**src/rtl/pig_turn_controller.sv**
```systemverilog
// pig_turn_controller: two-player dice game turn sequencer (roll, hold, bust, win)
//   CLK, RESET (sync active-low), NEW_GAME (level clear), ROLL/HOLD (edge actions), LFSR (random sample)
//   DIE, TURN_SUM, P1_SCORE, P2_SCORE, ACTIVE, BUSY, P1, P2: registered game state for the display decoders
module pig_turn_controller #(
  parameter int WIN_SCORE = 100,
  parameter int BUST_HOLD = 4
) (
  input  logic       CLK,
  input  logic       RESET,
  input  logic       NEW_GAME,
  input  logic       ROLL,
  input  logic       HOLD,
  input  logic [6:0] LFSR,
  output logic [2:0] DIE,
  output logic [6:0] TURN_SUM,
  output logic [6:0] P1_SCORE,
  output logic [6:0] P2_SCORE,
  output logic       ACTIVE,
  output logic       BUSY,
  output logic       P1,
  output logic       P2
);
  typedef enum logic [1:0] {PLAY, BUST, OVER} state_t;
  localparam logic [7:0] WIN = 8'(WIN_SCORE);
  localparam logic [7:0] BH = 8'(BUST_HOLD - 1);
  state_t state, state_n;
  logic roll_d, hold_d, roll_e, hold_e;
  logic [2:0] die, die_n, roll_v;
  logic [6:0] sum, sum_n, s1, s1_n, s2, s2_n, banked;
  logic act, act_n, w1, w1_n, w2, w2_n;
  logic [7:0] cnt, cnt_n, acc, total;
  assign roll_e = ROLL && !roll_d;
  assign hold_e = HOLD && !hold_d;
  assign roll_v = 3'(LFSR % 7'd6) + 3'd1;
  assign acc = {1'b0, sum} + {5'b0, roll_v};
  // bank total is 8 bits wide so a 99 + 99 hold still compares correctly against the win threshold
  assign total = {1'b0, act ? s2 : s1} + {1'b0, sum};
  assign banked = total > 8'd99 ? 7'd99 : total[6:0];
  always_comb begin
    state_n = state;
    die_n = die;
    sum_n = sum;
    s1_n = s1;
    s2_n = s2;
    act_n = act;
    w1_n = w1;
    w2_n = w2;
    cnt_n = cnt;
    if (NEW_GAME) begin
      state_n = PLAY;
      die_n = '0;
      sum_n = '0;
      s1_n = '0;
      s2_n = '0;
      act_n = 1'b0;
      w1_n = 1'b0;
      w2_n = 1'b0;
      cnt_n = '0;
    end else if (state == BUST) begin
      cnt_n = cnt == '0 ? '0 : cnt - 8'd1;
      state_n = cnt == '0 ? PLAY : BUST;
      act_n = cnt == '0 ? !act : act;
    end else if (state == PLAY && hold_e) begin
      sum_n = '0;
      s1_n = act ? s1 : banked;
      s2_n = act ? banked : s2;
      if (total >= WIN) begin
        state_n = OVER;
        w1_n = !act;
        w2_n = act;
      end else
        act_n = !act;
    end else if (state == PLAY && roll_e) begin
      die_n = roll_v;
      if (roll_v == 3'd1) begin
        sum_n = '0;
        state_n = BUST;
        cnt_n = BH;
      end else
        sum_n = acc > 8'd99 ? 7'd99 : acc[6:0];
    end
  end
  always_ff @(posedge CLK) begin
    if (!RESET) begin
      state <= PLAY;
      die <= '0;
      sum <= '0;
      s1 <= '0;
      s2 <= '0;
      act <= 1'b0;
      w1 <= 1'b0;
      w2 <= 1'b0;
      cnt <= '0;
      roll_d <= 1'b1;
      hold_d <= 1'b1;
    end else begin
      state <= state_n;
      die <= die_n;
      sum <= sum_n;
      s1 <= s1_n;
      s2 <= s2_n;
      act <= act_n;
      w1 <= w1_n;
      w2 <= w2_n;
      cnt <= cnt_n;
      roll_d <= ROLL;
      hold_d <= HOLD;
    end
  end
  assign DIE = die;
  assign TURN_SUM = sum;
  assign P1_SCORE = s1;
  assign P2_SCORE = s2;
  assign ACTIVE = act;
  assign BUSY = state == BUST;
  assign P1 = w1;
  assign P2 = w2;
endmodule

```
**config.mk**
```make
export PLATFORM = sky130hd
export DESIGN_NAME = pig_turn_controller
export DESIGN_NICKNAME = d
export VERILOG_FILES = /design/src/rtl/pig_turn_controller.sv
export SDC_FILE = /design/constraint.sdc
export NUM_CORES = 1
export LEC_CHECK = 0
export ABC_AREA = 1
export CAP_MARGIN = 20
export CELL_PAD_IN_SITES_DETAIL_PLACEMENT = 1
export CELL_PAD_IN_SITES_GLOBAL_PLACEMENT = 1
export CORE_ASPECT_RATIO = 1.4
export CORE_MARGIN = 3
export CORE_UTILIZATION = 42
export CTS_CLUSTER_DIAMETER = 30
export DETAILED_ROUTE_END_ITERATION = 16
export HOLD_SLACK_MARGIN = 0.06
export PLACE_DENSITY_LB_ADDON = 0.1
export SKIP_CTS_REPAIR_TIMING = 1
export SYNTH_ARGS = -nofsm -noshare
export SYNTH_HDL_FRONTEND = slang
export SYNTH_SLANG_ARGS = --single-unit
```
**constraint.sdc**
```tcl
create_clock -name CLK -period 6.5 [get_ports CLK]
set_clock_uncertainty 0.1 [all_clocks]
set_input_delay 1.625 -clock CLK [delete_from_list [all_inputs] [get_ports CLK]]
set_output_delay 1.625 -clock CLK [all_outputs]
set_load 0.02 [all_outputs]
```
# Word level (Yosys, flattened, before mapping)
# Index checks and enable logic that the tools add are counted.
# word_totals
ff_bits	39
wordCells	74
# op_classes
mux	21
div_mod_pow	1
n_eq_ne	6
n_lt_le_gt_ge	3
reduce_logical	24
n_addsub	4
bitwise_logic	4
# op_table
op	count
two-way mux 7 bit	6
two-way mux 8 bit	5
AND reduction 3 bit	7
greater-than comparator 8 x 7 -> 1 bit (second input constant)	2
two-way mux 2 bit	5
adder 7 x 3 -> 8 bit	1
adder 7 x 7 -> 8 bit	1
greater-or-equal comparator 8 x 7 -> 1 bit (second input constant)	1
zero test 8 bit	1
nonzero test 2 bit	4
subtractor 8 x 1 -> 8 bit (second input constant)	1
remainder unit 7 x 3 -> 7 bit (second input constant)	1
nonzero test 3 bit	2
two-way mux 1 bit	5
logical AND 1 bit	4
inequality test 2 bit (second input constant)	2
NOT 1 bit	4
adder 3 x 1 -> 3 bit (second input constant)	1
equality test 3 x 1 -> 1 bit (second input constant)	1
zero test 1 bit	3
inequality test 3 x 2 -> 1 bit (second input constant)	1
equality test 2 x 1 -> 1 bit (second input constant)	1
zero test 2 bit	1
inequality test 2 x 1 -> 1 bit (second input constant)	1
other kinds (2)	2

# Longest topological paths before layout
# Gate-level depths: netlist of run 1.
# logic_depth
depth_word	8
mapped_depth	34

# Worst setup path before layout of run 1
# No wires, ideal clock.
# synth_path
kind	input-to-reg
startpoint	input LFSR[4]
endpoint	register sum[0] (netlist: TURN_SUM[0])
slack_ps	1561
arrival_ps	4707
setup_time_ps	132
path_buffers	0
stages	31
cell_sequence	inv_2 nand3_1 nand2_1 inv_2 o21ai_2 nand3_2 nand2_1 inv_1 ha_1 inv_1 nand2_2 nor2_4 nand2_4 xor2_1 inv_1 ha_1 inv_1 nand3_2 nand2_4 inv_1 ha_1 nand3_1 nand3_1 nand2_1 nor2_1 xor2_1 o21ai_0 nand2_1 nand2_1 nand2_2 a21oi_2
# synth_between
elab_chain_cells	8
elab_cells_between_ends	9
# synth_rtl
item	line	rtl
start: declaration	13	input logic [6:0] LFSR,
remainder unit 7 x 3 -> 7 bit (*)	34	assign roll_v = 3'(LFSR % 7'd6) + 3'd1;
adder 3 x 1 -> 3 bit (*)	34	
via roll_v[2]	28	logic [2:0] die, die_n, roll_v;
adder 7 x 3 -> 8 bit	35	assign acc = {1'b0, sum} + {5'b0, roll_v};
greater-than comparator 8 x 7 -> 1 bit	80	sum_n = acc > 8'd99 ? 7'd99 : acc[6:0];
two-way mux 7 bit	80	
two-way mux 7 bit (*)	75	if (roll_v == 3'd1) begin
two-way mux 7 bit (*)	73	end else if (state == PLAY && roll_e) begin
two-way mux 7 bit (*)	63	end else if (state == PLAY && hold_e) begin
end signal: assignment	99	sum <= sum_n;
end: declaration	29	logic [6:0] sum, sum_n, s1, s1_n, s2, s2_n, banked;
# Mark *: on every way through the listed nets, which the timed path passes. The rest lies on a longest branch. The select of a mux whose other input is x is not followed.
# A chain may end at the register's enable or synchronous reset.

# Worst setup path in the final report of run 1
# layout_path
startpoint	input LFSR[6]
endpoint	register sum[2] (netlist: TURN_SUM[2])
# The elaborated chain is that of the path after synthesis.

==> metrics list, run 1 <==
- Critical Path Start Type: input port
- The number of global-route vias before repair was between 2k and 3k.
- Entering global routing, the biggest net connects 21 pins.
- After detailed routing, the number of remaining DRC violations is 0.
- Summing all multi-input logic gate instances after layout gives 0.00153 mm^2.
* Max Root-Sink Buffers: 2
- In this run the clock root is driven by a clkbuf_8.
- Wire length per cell after detailed routing: about 14 um
- Number of buffers created by CTS: 5
- By area, the combinational part of the netlist is dominated by simple AND/OR/NAND/NOR gates.
* Reported max-cap violation count: 0
* Fraction of layout instances using a drive strength above 1: 0.139
- Placement Cell Area: slightly above 0.003 mm^2
- Maximum VDD drop: approximately 140 uV
- Leaving out fill and tap cells, the most frequent cell in the layout is nand2_1.
- The cell that appears most often on the critical path is inv_1.
- Pwr Density: between 150 and 200 mW/mm^2
- Initial detailed-routing violation count: 52
- The critical path in this run is classified as input port to register.
- Total of endpoints with negative setup slack in the final report: 0
- Number of vias after detailed routing: roughly 2.5k
- The first global-routing pass estimated 12.2 mm of wire.
- The worst pin sits at a relative slew slack of 0.400.
- Drt first pass iters: 4
- # H-tree levels: 2
* Horizontal die dimension: 72.5 um
* Average size of a mapped cell: between 7 and 8 um^2
* Count of flip-flops with a built-in enable after synthesis: 0
- At the later pin of the worst-skew pair, clock insertion delay measures around 300 ps.
- From synthesis to final layout, the design area changed by 22.1%.
- Of the total power, registers draw 0.441.
* Beginning of the worst hold path: P2
- Crit path buf inv count: 8
- Summed over all cells, the static leakage comes to approximately 0.0015 uW.
- Row Count: 33
- For this run, the top clock speed supported by timing is 0.177 GHz.
- The internal portion of the total power is between 300 and 400 uW.
- Startpoint of the most critical setup path: LFSR[6]
* Detailed Route WL: approximately 7 mm
- Of the total synthesized cell area, the portion taken by XOR and XNOR cells is 0.0433.
- The worst hold path belongs to the class register to register.
- For this run, the share of the core covered by cells in the final layout is 0.534.
- In the global route stage, overall resource usage came out at 0.212.
* GRT overflow: 0
* Slowest stage delay, CP: ~530 ps
* Synthesized-area fraction occupied by and/or/nand/nor cells: 0.315
- Fill cells: around 790
- Overall power of the completed layout: roughly 550 uW
- In the final timing run, aggregate negative setup slack is 0 ps.
- Part of the total power dissipated in the clock network: 0.374
- Met2 wire length: ~3.9 mm
- Antenna violations before repair: 0
* Worst-Margin Slew: about 900 ps
* Async set or reset register ratio after synthesis: 0
- In this run the worst path has a maximum fanout of 6.
* Status: finished, final reports clean
- Of the total power, combinational logic draws 0.186.
- For this configuration, the core starts out at a cell density of 0.437.
* Seq/Total Area, Yosys: 0.300
- Crit path required time: around 6600 ps
- Of the total power, the share spent switching nets is 0.287.
* Syn_nets: between 300 and 400
* Area fraction in compound gates after synthesis: 0.148
* Clock period minus final worst setup slack: between 5000 and 6000 ps
- Post-layout nets: about 440
- Setup repair after global routing left no endpoint under its margin.
- Area used by sequential logic in the layout: between 700 and 800 um^2
- The detail route stage leaves a number of antenna-violating nets equal to 0.
- TritonCTS clock tree: done
- After clock tree synthesis, the clock-pin slew on the worst setup and hold paths is roughly 90 ps.
* Most used cells in the layout excluding fill and tap cells: 68 x nand2_1, 59 x inv_1, 39 x dfxtp_1, 39 x clkdlybuf4s50_1, 28 x a21oi_1
* Number of flip-flops and latches in the synthesized netlist: 39
- Crit path capture type: register
- During I/O placement, the number of pins put on the boundary was 40.
- Synthesis instantiated 42 different standard cells from the library.
* Top delay family on crit path: simple AND/OR/NAND/NOR gates
* Final number of max-transition violations: 0
- Cell area after layout: 0.00318 mm^2
* WP data arrival: roughly 5800 ps
* Synth Cell Area: roughly 0.0026 mm^2
* CP max-delay cell: clkdlybuf4s50_1
* Placeable Area: ~0.0059 mm^2
* Uppermost layer routed: met4
- Top flip-flop cell by instance count after synthesis: dfxtp_1
- Buffers placed on the I/O ports in this run total 39.
- From bottom edge to top edge, the die measures 99.1 um.
* Count of warnings emitted by yosys: 0
- Fraction of the mapped netlist area in adder cells: 0.0828
- P_sw: 159 uW
- Cell count after synthesis: ~370
- Of the available clock period, the critical path in the final layout requires 0.870.
* Met3 WL: roughly 170 um
- Dividing the detail-routed via count by the number of cells gives 5.19.
- The hold violation count in the final report was 0.
- The startpoint identified for the worst register-to-register timing path is ACTIVE.
- After synthesis, the share of cell area in mux cells is 0.
- CTS sink cnt: 39
- The repair_antennas step left the layout with diodes totalling 0.
* Post-detail-place hpwl: about 5.5 mm
- Wl on met1: 2.77 mm
- Final weighted congestion in routability-driven placement: roughly 0.8
* Die Outline Area: ~0.0072 mm^2
## kinds of logic after synthesis
group           count (synthesis)
compound gates                 67
xor+xnor                       12
fa+ha+maj                      16
buf+inv                        75
flops                          39
simple gates                  160
## per-layer routing
layer  up-vias  track usage
li1       1263            -
met1      1203        0.225
met5         -            0
met3         7       0.0394
met4         0       0.0540
met2        25        0.415
## synthesized netlist by cell type, types with 2 or more instances
master | count | area [um^2]
a211oi_1 | 2 | 15.0
a21oi_1 | 28 | 140
a21oi_2 | 5 | 43.8
buf_2 | 2 | 10.0
clkbuf_1 | 4 | 15.0
clkinv_1 | 2 | 7.51
dfxtp_1 | 39 | 781
fa_1 | 2 | 40.0
ha_1 | 14 | 175
inv_1 | 59 | 221
inv_2 | 6 | 22.5
nand2_1 | 68 | 255
nand2_2 | 11 | 68.8
nand2_4 | 4 | 45.0
nand3_1 | 20 | 100
nand3_2 | 8 | 80.1
nand4_1 | 10 | 62.6
nor2_1 | 24 | 90.1
nor3_1 | 2 | 10.0
o21ai_0 | 18 | 90.1
o21ai_1 | 5 | 25.0
o21bai_1 | 2 | 15.0
or2_1 | 3 | 18.8
or2_2 | 4 | 25.0
xor2_1 | 10 | 87.6
## per-stage QoR
stage	hold slack, ps	cells	setup slack (ps)
floorplan	349	369	1560
global placement	365	473	750
detailed placement	370	473	550
CTS	383	481	854
global route	405	481	465
finish	380	481	846
## worst reg2reg max path: cells and delay by family, from the launching register on
family          cells  cell delay [ps]
flops               1              690
compound gates      2              280
buf+inv             3              520
xor+xnor            1              170
simple gates       10              880
fa+ha+maj           1              340
## power by group through the flow
stage | Clock (uW) | Sequential, uW | Combinational, uW
after global placement | 0 | 250 | 101
final | 207 | 244 | 103
after CTS | 215 | 245 | 104
after floorplan | 0 | 251 | 72.9
after detailed placement | 0 | 250 | 103
after global routing | 224 | 245 | 115
## final cells by class
| type | instances | share of cell area |
|---|---|---|
| clock buffer | 5 | 0.0217 |
| inverter | 68 | 0.0812 |
| tap | 70 | 0.0276 |
| sequential | 39 | 0.246 |
| clock inverter | 3 | 0.0138 |
| multi-input combinational | 255 | 0.482 |
| timing repair buffer | 41 | 0.128 |
## sequential cells by signal, indices dropped and copies added (netlist names), 2 cells and up
name	cells
cnt	8
DIE	3
TURN_SUM	7
state	2
P1_SCORE	7
P2_SCORE	7
## worst paths after layout
kind	end	slack (ps)	depth (start not counted)
worst max-delay path	TURN_SUM[2]	850	30
worst min-delay path	P2	380	2
worst max register to register	state[0]	3420	17
worst min register to register	P2	380	2
Note: power is estimated with default switching activity, not from simulation.
==> inputs of run 2 (changes only) <==
--- a/config.mk
+++ b/config.mk
@@ -5,18 +5,19 @@
 export SDC_FILE = /design/constraint.sdc
 export NUM_CORES = 1
 export LEC_CHECK = 0
-export ABC_AREA = 1
+export ABC_AREA = 0
 export CAP_MARGIN = 20
 export CELL_PAD_IN_SITES_DETAIL_PLACEMENT = 1
 export CELL_PAD_IN_SITES_GLOBAL_PLACEMENT = 1
 export CORE_ASPECT_RATIO = 1.4
 export CORE_MARGIN = 3
-export CORE_UTILIZATION = 42
+export CORE_UTILIZATION = 43
 export CTS_CLUSTER_DIAMETER = 30
 export DETAILED_ROUTE_END_ITERATION = 16
 export HOLD_SLACK_MARGIN = 0.06
 export PLACE_DENSITY_LB_ADDON = 0.1
 export SKIP_CTS_REPAIR_TIMING = 1
+export SKIP_LAST_GASP = 1
 export SYNTH_ARGS = -nofsm -noshare
 export SYNTH_HDL_FRONTEND = slang
 export SYNTH_SLANG_ARGS = --single-unit
==> metrics list, run 2 <==
- The worst hold path belongs to the class register to register.
* Proportion of synthesized area in mux cells: 0.0622
- No sink is reached through more buffers than the 2 on the longest clock path.
- Most area-hungry cell type in the Yosys netlist: dfxtp_1
* Lkg Pwr: 0.00120 uW
* Routing usage on met2: 0.348
* Final weighted congestion in routability-driven placement: between 0.8 and 0.9
- The total count of max-transition violations in the final report was 0.
* Number of buffers created by CTS: 5
* Tightest slew margin relative to the limit: 0.465
- Final setup margin: about 350 ps
* Wire length of the first global-routing pass: 11.0 mm
- Initial detailed-routing violation count: 46
- Top flip-flop cell by instance count after synthesis: dfxtp_1
- The H-tree generated during clock tree synthesis spans 2 levels.
- Antenna violations before repair: 0
- The repair_antennas step left the layout with diodes totalling 0.
- The clock net in this run drives a total of 39 sinks.
* Reported max-cap violation count: 0
* Ranking of synthesized cells by instance count: 39 x dfxtp_1, 39 x nor2_1, 18 x nand2_1
- Number of vias after detailed routing: between 2k and 2.5k
- Port-buffer cells: 39
* TritonCTS clock tree: done
- Parity-gate share of the synthesized area counting xor and xnor cells: 0.0309
- For this run, the total global-route usage over all layers was measured as 0.190.
- Yosys mapped the design onto 58 distinct sky130hd cell types.
* Drt first pass iters: 4
- For this run, the share of the core covered by cells in the final layout is 0.549.
- Detailed placement finished with a half-perimeter wire length of roughly 5 mm.
* Count of flip-flops with a built-in enable after synthesis: 0
- Source-to-sink clock delay at the later pin of the worst-skew pair: 290 ps
- Top fanout value on the critical path: 6
- IR analysis of the VDD net gives a maximum drop of between 70 and 80 uV.
* Proportion of netlist area held by the largest area contributor: 0.306
- Of the available clock period, the critical path in the final layout requires 0.945.
- The hold violation count in the final report came to 0.
- The tightest hold path in the finished design has a slack of around 370 ps.
- Global route hottest layer: met2
* Wire length per cell after detailed routing: 15.3 um
* Average size of a mapped cell: ~8.4 um^2
* Seq/Total Area, Yosys: 0.306
* Number of flip-flops and latches in the synthesized netlist: 39
- Row Count: 32
- GRT overflow: 0
* Via count of the first global-routing pass: ~2.4k
- The critical path goes through clkdlybuf4s50_1, and3b_2, a2111oi_2, a211o_1, inv_1, ha_1, a21oi_1, and3_1, o21ai_0, ha_1, or3_4, and2_1, inv_2, ha_1, xnor2_1, or3_1, o221a_1, o21ai_1, buf_4, nand2b_1, a22oi_1, nor2_1.
* Total of endpoints with negative setup slack in the final report: 0
* M1 GR Usage: 0.223
- By instance count, the cell type seen most on the critical path is ha_1.
- From synthesis to final layout, the design area changed by 21.3%.
- In this design, the stage delay of the slowest critical-path cell is 560 ps.
- With fillers left out, the area of the finished cells amounts to just over 0.003 mm^2.
* Area contributors post-synth: dfxtp_1 31%, ha_1 6.9%, nor2_1 5.7%
* Mean number of vias per cell: around 5.7
* Post-Place Setup Slack: about 45 ps
* Fill cells: roughly 700
* Critical Path Start Type: input port
- The mapped netlist covers between 0.002 and 0.003 mm^2.
- Post-layout nets: 370
* Most used cells in the layout excluding fill and tap cells: 39 x dfxtp_1, 39 x nor2_1, 39 x clkdlybuf4s50_1, 18 x nand2_1
- Setup repair after global routing left no endpoint under its margin.
- For the worst setup path, the data required time is ~6600 ps.
- Pwr Density: approximately 160 mW/mm^2
- Placement Cell Area: 0.00301 mm^2
- Placeable Area: between 0.005 and 0.006 mm^2
- The critical path in this run is classified as input port to register.
- For the pin with the worst max-slew slack, the measured transition is roughly 800 ps.
- Largest net degree at the start of global routing: 28
- Area fraction in compound gates after synthesis: 0.231
* Area of combinational cells with multiple inputs: 0.00167 mm^2
- Remaining antenna violation count: 0
* Main combinational cell family by area after synthesis: simple AND/OR/NAND/NOR gates
- Starting Density: 0.453
* Area used by sequential logic in the layout: 781 um^2
- Syn_nets: 332
* Fraction of the mapped netlist area in adder cells: 0.0842
- Measured along the y axis, the die boundary spans 97.2 um.
- CTS clock-pin slew for the worst setup and hold paths: 80 ps
* Horizontal die dimension: approximately 70 um
* Detailed Route WL: 6.30 mm
- For this run, design rule violations remaining after detail routing come to 0.
* Root Driver: clkbuf_8
- Cell count after synthesis: roughly 300
* Status: finished, final reports clean
- For the worst setup path, the data arrival time is 6220 ps.
- Max Freq: approximately 0.16 GHz
- Setup tns final: 0 ps
- Register with the most flip-flops: cnt
* CP max-delay cell: clkdlybuf4s50_1
- Number of flip-flops in the largest register: 8
- 40 I/O pins were placed.
- Async set or reset register ratio after synthesis: 0
* Global-route met3 utilization: 0.0331
- The worst path needs approximately 6000 ps of the cycle, external delays included.
- The floorplan step defined a die boundary enclosing around 0.007 mm^2.
* Crit path capture type: register
* Fraction of layout instances using a drive strength above 1: 0.0845
* Count of warnings emitted by yosys: 0
- Synthesized-area fraction occupied by and/or/nand/nor cells: 0.243
run 2: logic make-up (layout without fill, tap and decap cells):
family                     count (synthesis)  count (layout)
AOI/OAI and AO/OA                         80              80
and+or+nand+nor                          117             117
DFF                                       39              39
buffers and inverters                     28              67
muxes                                     15              15
adders and majority gates                 16              16
xor gates and xnor gates                   9               9
run 2: path summary, 6_finish.rpt:
kind                start           to  slack (ps)  cells past startpoint
setup / recovery  LFSR[3]  TURN_SUM[0]         350                     22
hold / removal         P2           P2         370                      2
setup reg to reg   ACTIVE           P1        2760                     11
hold reg to reg        P2           P2         370                      2
run 2: power by group:
group          switching (uW)  leakage, uW  internal (uW)
Sequential               2.90     0.000315            242
Clock                    82.0    0.0000422           75.4
Combinational            50.0     0.000843           39.0
run 2: layout make-up:
cell class | count | area share
clock buffers | 7 | 0.0246
repair buffers | 43 | 0.136
flip-flops and latches | 39 | 0.252
clock inverters | 1 | 0.00162
well taps | 68 | 0.0275
multi-input cells | 237 | 0.539
inverters | 16 | 0.0194
run 2: stage by stage:
step | power [uW] | std cells
after global placement | 336 | 403
after CTS | 497 | 411
after floorplan | 313 | 304
after global routing | 518 | 411
final | 491 | 411
after detailed placement | 339 | 403
run 2: critical path, delay by kind of cell:
family | cells | cell delay (ps)
adders and majority gates | 3 | 680
AOI/OAI and AO/OA | 7 | 1420
buffers and inverters | 4 | 820
xor gates and xnor gates | 1 | 170
and+or+nand+nor | 7 | 1500
run 2: metal layers:
| layer | vias up | wire, um |
|---|---|---|
| li1 | 1184 | - |
| met1 | 1122 | 2780 |
| met2 | 27 | 3330 |
| met3 | 9 | 121 |
| met4 | 0 | 75 |
| met5 | - | 0 |
